[src/rtl/cpu_ctrl_pkg.sv]
// rtl/cpu_ctrl_pkg.sv - opcodes, instruction field positions and sequencer states
package cpu_ctrl_pkg;

    localparam int INSTR_W = 16;

    // Instruction field bit positions
    localparam int OPC_HI   = 15;
    localparam int OPC_LO   = 12;
    localparam int RD_HI    = 11;
    localparam int RD_LO    = 10;
    localparam int RA_HI    = 9;
    localparam int RA_LO    = 8;
    localparam int RB_HI    = 7;
    localparam int RB_LO    = 6;
    localparam int IMM_HI   = 7;
    localparam int IMM_LO   = 4;
    localparam int ALUOP_HI = 2;
    localparam int ALUOP_LO = 0;

    // Opcodes; anything not listed executes as NOP
    localparam logic [3:0] OPC_NOP  = 4'h0;
    localparam logic [3:0] OPC_IN   = 4'h1;
    localparam logic [3:0] OPC_OUT  = 4'h2;
    localparam logic [3:0] OPC_ALU  = 4'h3;
    localparam logic [3:0] OPC_JMP  = 4'h4;
    localparam logic [3:0] OPC_JZ   = 4'h5;
    localparam logic [3:0] OPC_JNZ  = 4'h6;
    localparam logic [3:0] OPC_CALL = 4'h7;
    localparam logic [3:0] OPC_RET  = 4'h8;
    localparam logic [3:0] OPC_HALT = 4'hF;

    typedef enum logic [2:0] {
        ST_FETCH   = 3'd0,
        ST_DECODE  = 3'd1,
        ST_EXEC    = 3'd2,
        ST_WAIT_IN = 3'd3,
        ST_HALT    = 3'd4
    } state_t;

endpackage

[src/rtl/cpu_ctrl_rstack.sv]
// rtl/cpu_ctrl_rstack.sv - return-address LIFO; push when full / pop when empty are ignored
module cpu_ctrl_rstack #(
    parameter int W     = 8,
    parameter int DEPTH = 4
) (
    input  logic         clock,
    input  logic         reset,
    input  logic         i_push,
    input  logic         i_pop,
    input  logic [W-1:0] i_data,
    output logic [W-1:0] o_top,
    output logic         o_full,
    output logic         o_empty
);

    localparam int CNT_W = $clog2(DEPTH + 1);
    localparam int IDX_W = (DEPTH > 1) ? $clog2(DEPTH) : 1;

    logic [W-1:0]     r_mem [DEPTH];
    logic [CNT_W-1:0] r_count;
    logic [IDX_W-1:0] w_wr_idx;
    logic [IDX_W-1:0] w_top_idx;

    assign w_wr_idx  = IDX_W'(r_count);
    assign w_top_idx = IDX_W'(r_count - CNT_W'(1));
    assign o_full    = (r_count == CNT_W'(DEPTH));
    assign o_empty   = (r_count == '0);
    assign o_top     = r_mem[w_top_idx];

    // Stack storage and occupancy; reset only empties the stack
    always_ff @(posedge clock) begin
        if (reset) begin
            r_count <= '0;
        end else if (i_push && !o_full) begin
            r_mem[w_wr_idx] <= i_data;
            r_count         <= r_count + CNT_W'(1);
        end else if (i_pop && !o_empty) begin
            r_count <= r_count - CNT_W'(1);
        end
    end

endmodule

[src/rtl/cpu_ctrl_seq.sv]
// rtl/cpu_ctrl_seq.sv - multi-cycle fetch/decode/exec sequencer for the calpart datapath; CALL/RET under CTRL_CALLRET_EN
module cpu_ctrl_seq
    import cpu_ctrl_pkg::*;
#(
    parameter int PC_W         = 8,
    parameter int RSTACK_DEPTH = 4
) (
    input  logic                clock,
    input  logic                reset,
    output logic [PC_W-1:0]     pc,
    input  logic [INSTR_W-1:0]  instr,
    input  logic                q,
    input  logic                in_valid,
    output logic                in_ready,
    output logic                out_valid,
    output logic                ie,
    output logic                ze,
    output logic                oe,
    output logic                we,
    output logic                rae,
    output logic                rbe,
    output logic [1:0]          wa,
    output logic [1:0]          raa,
    output logic [1:0]          rba,
    output logic [2:0]          op,
    output logic [3:0]          cal_value,
    output logic                halted,
    output logic                stack_err
);

    if (PC_W < 1 || PC_W > 8 || RSTACK_DEPTH < 1) begin : g_param_check
        $error("cpu_ctrl_seq: PC_W must be 1..8 and RSTACK_DEPTH >= 1");
    end

    state_t              r_state;
    state_t              w_next_state;
    logic [PC_W-1:0]     r_pc;
    logic [PC_W-1:0]     w_next_pc;
    logic [PC_W-1:0]     w_pc_inc;
    logic [INSTR_W-1:0]  r_ir;
    logic [3:0]          w_opc;
    logic [PC_W-1:0]     w_target;
    logic                w_in_phase;

    assign w_opc      = r_ir[OPC_HI:OPC_LO];
    assign w_target   = r_ir[PC_W-1:0];
    assign w_pc_inc   = r_pc + PC_W'(1);
    assign pc         = r_pc;
    assign halted     = (r_state == ST_HALT);
    // IN handshakes in EXEC already, so zero wait cycles keeps CPI at 3
    assign w_in_phase = (r_state == ST_WAIT_IN) || (r_state == ST_EXEC && w_opc == OPC_IN);

`ifdef CTRL_CALLRET_EN
    logic            w_push;
    logic            w_pop;
    logic            w_err_set;
    logic            w_stk_full;
    logic            w_stk_empty;
    logic [PC_W-1:0] w_stk_top;
    logic            r_stack_err;

    cpu_ctrl_rstack #(
        .W     (PC_W),
        .DEPTH (RSTACK_DEPTH)
    ) u_rstack (
        .clock   (clock),
        .reset   (reset),
        .i_push  (w_push),
        .i_pop   (w_pop),
        .i_data  (w_pc_inc),
        .o_top   (w_stk_top),
        .o_full  (w_stk_full),
        .o_empty (w_stk_empty)
    );

    // Sticky stack fault flag
    always_ff @(posedge clock) begin
        if (reset) begin
            r_stack_err <= 1'b0;
        end else if (w_err_set) begin
            r_stack_err <= 1'b1;
        end
    end

    assign stack_err = r_stack_err;
`else
    assign stack_err = 1'b0;
`endif

    // State, program counter and instruction register
    always_ff @(posedge clock) begin
        if (reset) begin
            r_state <= ST_FETCH;
            r_pc    <= '0;
            r_ir    <= '0;
        end else begin
            r_state <= w_next_state;
            r_pc    <= w_next_pc;
            if (r_state == ST_DECODE) begin
                r_ir <= instr;
            end
        end
    end

    // Next state, next pc and datapath controls; everything forced idle while reset is high
    always_comb begin
        w_next_state = r_state;
        w_next_pc    = r_pc;
        ie           = 1'b0;
        ze           = 1'b0;
        oe           = 1'b0;
        we           = 1'b0;
        rae          = 1'b0;
        rbe          = 1'b0;
        in_ready     = 1'b0;
        out_valid    = 1'b0;
        wa           = '0;
        raa          = '0;
        rba          = '0;
        op           = '0;
        cal_value    = '0;
`ifdef CTRL_CALLRET_EN
        w_push       = 1'b0;
        w_pop        = 1'b0;
        w_err_set    = 1'b0;
`endif
        if (!reset) begin
            case (r_state)
                ST_FETCH:  w_next_state = ST_DECODE;
                ST_DECODE: w_next_state = ST_EXEC;
                ST_EXEC: begin
                    w_next_state = ST_FETCH;
                    w_next_pc    = w_pc_inc;
                    case (w_opc)
                        OPC_OUT: begin
                            rae       = 1'b1;
                            rbe       = 1'b1;
                            raa       = r_ir[RA_HI:RA_LO];
                            rba       = r_ir[RB_HI:RB_LO];
                            oe        = 1'b1;
                            out_valid = 1'b1;
                        end
                        OPC_ALU: begin
                            rae = 1'b1;
                            rbe = 1'b1;
                            raa = r_ir[RA_HI:RA_LO];
                            rba = r_ir[RB_HI:RB_LO];
                            we  = 1'b1;
                            wa  = r_ir[RD_HI:RD_LO];
                            ze  = 1'b1;
                        end
                        OPC_JMP: w_next_pc = w_target;
                        OPC_JZ:  if (q)  w_next_pc = w_target;
                        OPC_JNZ: if (!q) w_next_pc = w_target;
`ifdef CTRL_CALLRET_EN
                        OPC_CALL: begin
                            if (w_stk_full) begin
                                w_err_set    = 1'b1;
                                w_next_state = ST_HALT;
                                w_next_pc    = r_pc;
                            end else begin
                                w_push    = 1'b1;
                                w_next_pc = w_target;
                            end
                        end
                        OPC_RET: begin
                            if (w_stk_empty) begin
                                w_err_set    = 1'b1;
                                w_next_state = ST_HALT;
                                w_next_pc    = r_pc;
                            end else begin
                                w_pop     = 1'b1;
                                w_next_pc = w_stk_top;
                            end
                        end
`endif
                        OPC_HALT: begin
                            w_next_state = ST_HALT;
                            w_next_pc    = r_pc;
                        end
                        default: ;
                    endcase
                end
                ST_WAIT_IN, ST_HALT: ;
                default: w_next_state = ST_FETCH;
            endcase

            if (w_in_phase) begin
                w_next_state = ST_WAIT_IN;
                w_next_pc    = r_pc;
                if (in_valid) begin
                    ie           = 1'b1;
                    we           = 1'b1;
                    wa           = r_ir[RD_HI:RD_LO];
                    in_ready     = 1'b1;
                    w_next_pc    = w_pc_inc;
                    w_next_state = ST_FETCH;
                end
            end

            if (rae) begin
                op        = r_ir[ALUOP_HI:ALUOP_LO];
                cal_value = r_ir[IMM_HI:IMM_LO];
            end
        end
    end

endmodule

[config.mk]
export PLATFORM = sky130hd
export DESIGN_NAME = cpu_ctrl_seq
export DESIGN_NICKNAME = d
export VERILOG_FILES = /design/src/rtl/cpu_ctrl_pkg.sv /design/src/rtl/cpu_ctrl_rstack.sv /design/src/rtl/cpu_ctrl_seq.sv
export SDC_FILE = /design/constraint.sdc
export NUM_CORES = 1
export LEC_CHECK = 0
export ABC_AREA = 1
export CORE_UTILIZATION = 45
export CTS_BUF_LIST = sky130_fd_sc_hd__clkbuf_16
export DETAILED_ROUTE_END_ITERATION = 7
export PLACE_DENSITY = 0.83
export REMOVE_ABC_BUFFERS = 1
export SYNTH_ARGS = -nofsm -noshare
export SYNTH_HDL_FRONTEND = slang
export SYNTH_HIERARCHICAL = 1
export SYNTH_SLANG_ARGS = --single-unit
[constraint.sdc]
create_clock -name clock -period 1.8 [get_ports clock]
set_input_delay 0.36 -clock clock [delete_from_list [all_inputs] [get_ports clock]]
set_output_delay 0.36 -clock clock [all_outputs]
set_load 0.01 [all_outputs]
==> results.md, run 1 <==
- Area contributors post-synth: dfxtp_1 (35%), nor2_1 (11%), nand2_1 (7.0%)
- Pwr/cell area: 724.5 nW/um2
- Psw: between 0.4 and 0.5 mW
- Routed Antenna Nets: 0
- Power Internal: 1.182 mW
- Dpl ws: -446.2 ps
- TritonCTS clock tree: built
- # rows: 20
- Sequential area share after synthesis: 0.3495
- Hold crit path type: register to register
- Violated checks: setup timing
- Clock Power Share: 0.308
- Peak Freq: 534.5 MHz
- Mean Syn Cell Area: 6.637 um2
- Core area: 3153 um2
- Vias per inst: 4.850
- Tcrit/Tclk final: 1.039
- Post-Layout Cell Count: 347
- Grt total ovfl: 0
- Num CTS Buffers: 3
- Cell taking the most area after synthesis: dfxtp_1
- CP required: about 1400 ps
- Crit Path Max Fanout: 2
- Yosys Warn Count: 6
- Clock root buffer master: clkbuf_16
- Max VDD drop: around 0.00046 V
- Clock buffer depth: 2
- Arrival @ worst endpoint: 1510 ps
- Hold depth: 2
- IO Pins: 51
- Ant diodes: 0
- Worst hold slack: 456.1 ps
- Setup TNS: -145.7 ps
- Post-synthesis cell count: approximately 230
- Largest net degree at the start of global routing: 34
- Fill cell count: 245
- Storage element area: 546.8 um2
- Final Net Count: 325
- Min Tclk post-route: around 1900 ps
- Dpl cells: 341
- Final setup violation count: 3
- Sequential power share: 0.421
- Switching Fraction: 0.2956
- Share of the synthesized area in the top cell type: 0.3495
- # hold bufs at CTS: 0
- Initial Utilization: 0.4905
- DR DRC count: 0
- RSZ-0062 raised after global routing: true
- Total GRT Usage: 0.2311
- Final slew viol count: 0
- Die width: 60.62 um
- Initial detailed-routing violation count: 77
- Antenna violations before repair: 0
- Skew-Pair Late Insertion Delay: 260 ps
- Via count: 1683
- Area taken by multi-input logic gates: 854.6 um2
- First-pass GRT wire length: 6437 um
- Reg2reg path depth: 11
- Wire length per cell: between 10 and 15 um
- Die Height: 60.62 um
- Worst-path cell with the longest stage delay: dfxtp_1
- Layout cells sized above 1: 0.3267
- Final hold viol count: 0
- Leakage: approximately 1.1 nW
- Clock Pin Slew Worst Setup and Hold Paths: 70 ps
- Synthesis-stage register bit count: 27
- Setup CP Type: register to output pin
- Port bufs: 49
- Unique cell type count in the Yosys netlist: 25
- Max cap viols: 0
- CP dominant cell by count: inv_2
- Power, Total: 1.678 mW
- Clk_skew: 2.956 ps
- GP Congestion: 0.8237
- Post-detail-place hpwl: between 2000 and 3000 um
- Setup slack after layout: -70.85 ps
- Comb pwr share: 0.271
- Vias in the first global route: 1582
- Netlist Area Pre-Place: 1546 um2
- Status: complete, but fails checks
- CP peak stage delay: 370 ps
- Routed wire length: 3974 um
- Die area: 3675 um2
- TritonRoute pass-1 iters: 4
- Critical-path cell list: nand2_4 > nor2_4 > inv_2 > nor2_2 > nand2_2 > o21ai_2 > inv_2 > nor2_1 > buf_2
- Clock sinks: 27
- Reg2reg setup slack: between 150 and 200 ps
- H-tree level count: 1
- Area growth syn-to-layout: 49.76%
- Worst Setup End Kind: output pin
- Startpoint types: register
==> cells in the final DEF (no fill, tap or decap), types with 7 or more instances in the layout <==
cell type / n
clkdlybuf4s50_1: 27
o21ai_1: 9
nand3_1: 8
buf_4: 28
nor2_1: 38
a21oi_1: 18
nor2_2: 7
dfxtp_1: 22
o21ai_0: 19
buf_2: 18
inv_2: 8
inv_1: 25
nand2_1: 27
==> final timing paths <==
check                          startpoint                    end
setup reg to reg  r_state[2]$_SDFFE_PP0P_     pc[6]$_SDFFE_PP0P_
hold / removal      r_ir[10]$_SDFFE_PP0P_  r_ir[10]$_SDFFE_PP0P_
setup / recovery  r_state[1]$_SDFFE_PP0P_                  wa[1]
hold reg to reg     r_ir[10]$_SDFFE_PP0P_  r_ir[10]$_SDFFE_PP0P_
==> area by class of cell <==
cell class	instances	share of cell area
Inverter	39	0.06591
Tap cell	44	0.02377
Timing Repair Buffer	78	0.2696
Clock inverter	1	0.003241
Sequential cell	27	0.2361
Clock buffer	3	0.03241
Multi-Input combinational cell	155	0.3690
==> sequential cells by signal (all words and copies together), names as in the netlist <==
signal	cells
r_ir	16
pc	8
r_state	3
==> kinds of logic after synthesis <==
| group | synth area share |
|---|---|
| buffers and inverters | 0.1432 |
| other | 0.002425 |
| XOR/XNOR | 0.02832 |
| AO/OA/AOI/OAI | 0.1748 |
| flip-flops | 0.3495 |
| adder cells (fa/ha/maj) | 0.008089 |
| AND/OR/NAND/NOR | 0.2937 |
==> worst max-delay path, delay by kind of cell, from the launching register on <==
kind                   cells  cell delay [ps]
and+or+nand+nor            5              450
DFF                        1              370
buffers and inverters      3              250
AOI/OAI and AO/OA          1              170
==> routing by layer <==
layer,routed length (um),global-route usage,share of wire,up-vias
li1,-,-,-,862
met1,1751,0.2730,0.44,757
met2,1942,0.4176,0.49,56
met3,202,0.03625,0.051,8
met4,78,0.09091,0.020,0
met5,0,0,0,-
==> stage by stage <==
stage / util / cell area (um2)
global placement: 0.7040 / 2220
detailed placement: 0.7040 / 2220
global route: 0.7345 / 2316
CTS: 0.7190 / 2267
floorplan: - / 1471
finish: 0.7345 / 2316
==> synthesized netlist by cell type <==
cell type / number
dfxtp_1: 27
nand2_1: 29
conb_1: 1
xor2_1: 5
a21oi_1: 18
nor2_1: 45
clkbuf_1: 6
a21oi_2: 1
nor2_4: 3
ha_1: 1
clkinv_1: 4
o21ai_1: 10
nor3_1: 1
nand3_1: 10
inv_2: 8
nand3b_4: 1
o21ai_0: 19
inv_1: 27
buf_4: 4
nand3_2: 2
buf_6: 2
nor2_2: 2
o21ai_2: 3
nand2_2: 2
nand2_4: 2
==> repair_timing <==
item | 4_1_cts | 5_1_grt
resized for setup | 95 | 22
setup buffers | 1 | 1
pin swaps | 4 | 5
endpoints found under the setup margin | 22 | 22
==> power by group through the flow <==
stage / combinational, mW / sequential (mW) / clock [mW]
finish: 0.454 / 0.707 / 0.517
global route: 0.506 / 0.712 / 0.554
CTS: 0.437 / 0.704 / 0.517
detailed placement: 0.420 / 0.711 / 0
global placement: 0.410 / 0.708 / 0
floorplan: 0.210 / 0.715 / 0
No activity file was read; power rests on OpenSTA's default activity.
==> run 2, diff against run 1 <==
CORE_ASPECT_RATIO = 0.75   (was default)
==> run 2 against run 1 <==
  * Register-to-register slack better by 50 ps
  * Hold slack about the same
  * Critical endpoint unchanged
  * Critical path type unchanged
  * Sequential share of layout area shrank 0.40 points
  * Cell count is 2.3% lower
  * The flow still finishes with violations (setup timing)
==> results.md, run 2 (same netlist as run 1, synthesis figures left out) <==
- Area growth syn-to-layout: 52.67%
- Max cap viols: 0 (unchanged)
- IO Pins: 51 (unchanged)
- Setup slack after layout: -56.28 ps (+14.57 ps)
- RSZ-0062 raised after global routing: true
- CP dominant cell by count: inv_2
- Met1 WL: 1872 um (+6.9%)
- Met3 wire len: 238 um (+18%)
- Hold crit path type: register to register
- Fill cell count: 259 (+5.7%)
- TritonRoute pass-1 iters: 5 (+1)
- Antenna violations before repair: 0 (unchanged)
- Wire length per cell: 12.24 um (+6.9%)
- Routed Antenna Nets: 0 (unchanged)
- TritonCTS clock tree: built
- Vias in the first global route: 1464 (-7.5%)
- FF-to-FF Start: r_state[2]$_SDFFE_PP0P_
- Crit Path Max Fanout: 2 (unchanged)
- # hold bufs at CTS: 0 (unchanged)
- Hold depth: 2 (unchanged)
- Commonest cells after routing, fill and taps aside: nor2_1 (32), nand2_1 (27), clkdlybuf4s50_1 (27)
- Setup CP Type: register to output pin
- Final setup violation count: 3 (unchanged)
- Post-detail-place hpwl: 2740 um (+2.2%)
- Arrival @ worst endpoint: 1500 ps (about the same)
- Die width: 69.69 um (+15%)
- Dpl cells: 333 (-2.3%)
- Leading cell type in the layout, fill and taps excluded: nor2_1
- Storage element area: 548.0 um2 (+0.23%)
- Clk_skew: 3.354 ps (+0.3979 ps)
- Status: complete, but fails checks
- Largest net degree at the start of global routing: 34 (unchanged)
- Reg2reg setup slack: 210 ps (+50 ps)
- Hold endpoint: r_ir[3]$_SDFFE_PP0P_
- Vias per inst: 4.932 (+1.7%)
- Startpoint types: register
- Max reg flops: 16 (unchanged)
- CP peak stage delay: 330 ps (-40 ps)
- Worst-path cell with the longest stage delay: dfxtp_2
- Core area: 3288 um2 (+4.3%)
- Total GRT Usage: 0.2267 (-0.004383)
- Worst R2R End: pc[5]$_SDFFE_PP0P_
- Clock Pin Slew Worst Setup and Hold Paths: 70 ps (about the same)
- H-tree level count: 1 (unchanged)
- Initial detailed-routing violation count: 91 (+18%)
- Final slew viol count: 0 (unchanged)
- Peak Freq: 538.7 MHz (+0.79%)
- Power, Total: 1.654 mW (-1.4%)
- Routed wire length: 4151 um (+4.5%)
- Ant diodes: 0 (unchanged)
- Port bufs: 49 (unchanged)
- Num CTS Buffers: 3 (unchanged)
- Clock buffer depth: 2 (unchanged)
- Worst Setup End Kind: output pin
- Area taken by multi-input logic gates: 908.4 um2 (+6.3%)
- Critical-path cell list: inv_2 > nor2_4 > nand2_2 > nand2_4 > nand2_4 > inv_2 > nand3_2 > o21ai_4 > inv_2 > nor2_2 > buf_2
- # rows: 18 (-10%)
- Skew-Pair Late Insertion Delay: 260 ps (about the same)
- Final hold viol count: 0 (unchanged)
- Via count: 1672 (-0.65%)
- Post-route cell area: 2361 um2 (+1.9%)
- Min Tclk post-route: 1856 ps (-14.57 ps)
- Post-Layout Cell Count: 339 (-2.3%)
- Grt total ovfl: 0 (unchanged)
- Leakage: 1.075 nW (-0.86%)
- DP Area: 2185 um2 (-1.6%)
- Biggest register: r_ir
- Tcrit/Tclk final: 1.031 (-0.008097)
- Pwr/cell area: 700.4 nW/um2 (-3.3%)
- Top routing layer in use: met4
- GP Congestion: 0.9163 (+11%)
- Violated checks: setup timing
- Clock root buffer master: clkbuf_16
- First-pass GRT wire length: 6458 um (+0.33%)
- Die area: 3678 um2 (about the same)
- Die Height: 52.77 um (-13%)
- DR DRC count: 0 (unchanged)
- CP required: 1440 ps (about the same)
- Met2 WL post-DR: 2006 um (+3.3%)
- Clock sinks: 27 (unchanged)
- Final Net Count: 321 (-1.2%)
- Max VDD drop: 0.0004879 V (+6.1%)
- Reg2reg path depth: 11 (unchanged)
- Beginning of the worst hold path: r_ir[3]$_SDFFE_PP0P_
- Layout cells sized above 1: 0.3411 (+0.01440)
- Initial Utilization: 0.4703 (-0.02016)
[run 2: changes by cell type in the layout (fill, tap and decap cells not counted), sizes merged]
cell      delta
buf          -5
clkbuf       +1
clkinvlp     -1
clkinv       +1
[run 2: repair_timing]
action                     4_1_cts  5_1_grt
cloned                           1        0
buffers inserted                 0        1
pin swaps                        4        2
setup endpoints to repair       22       21
resized for setup               95       41
[run 2: area by class of cell]
type | instances | share of cell area
Multi-Input combinational cell | 155 | 0.3847
Timing Repair Buffer | 74 | 0.2655
Sequential cell | 27 | 0.2321
Inverter | 39 | 0.06253
Clock buffer | 3 | 0.03180
Tap cell | 40 | 0.02120
Clock inverter | 1 | 0.002120
[run 2: power breakdown]
part / internal (mW) / total, mW / switching [mW]
Clock: 0.299 / 0.500 / 0.201
Combinational: 0.204 / 0.447 / 0.244
Sequential: 0.661 / 0.706 / 0.0451
Total: 1.16 / 1.65 / 0.490
[run 2: worst max path at each step]
stage | from | to | slack, ps | cells past startpoint
after floorplan | reset | wa[0] | -80 | 5
after global placement | reset | wa[1] | -450 | 7
after detailed placement | reset | wa[1] | -490 | 7
after CTS | r_state[2]$_SDFFE_PP0P_ | wa[1] | -110 | 10
after global routing | r_ir[12]$_SDFFE_PP0P_ | wa[1] | -130 | 11
final | r_ir[12]$_SDFFE_PP0P_ | wa[1] | -60 | 11
[run 2: critical path, delay by kind of cell, from the launching register on]
| kind | cells | cell delay (ps) |
|---|---|---|
| flip-flops | 1 | 330 |
| buffers and inverters | 4 | 290 |
| AO/OA/AOI/OAI | 1 | 100 |
| AND/OR/NAND/NOR | 6 | 520 |
[run 2: layer usage]
metal	up-vias	track usage
met1	762	0.2887
met3	4	0.04615
met2	55	0.3948
met4	0	0.06333
met5	-	0
li1	851	-
[run 2: through the flow]
| step | TNS, ps | setup WS [ps] | hold WS (ps) | util |
|---|---|---|---|---|
| finish | -94.03 | -56.28 | 455.9 | 0.7180 |
| global route | -517.6 | -131.2 | 468.1 | 0.7180 |
| CTS | -382.8 | -114.3 | 453.9 | 0.6769 |
| detailed placement | -7613 | -492.5 | 445.6 | 0.6644 |
| global placement | -7171 | -445.2 | 442.2 | 0.6644 |
| floorplan | -168.5 | -84.23 | 422.4 | - |
==> run 3, diff against run 2 <==
SLEW_MARGIN = 15   (was default)
==> results of run 3 <==
Final layout, timing and power as in run 2 (identical DEF).
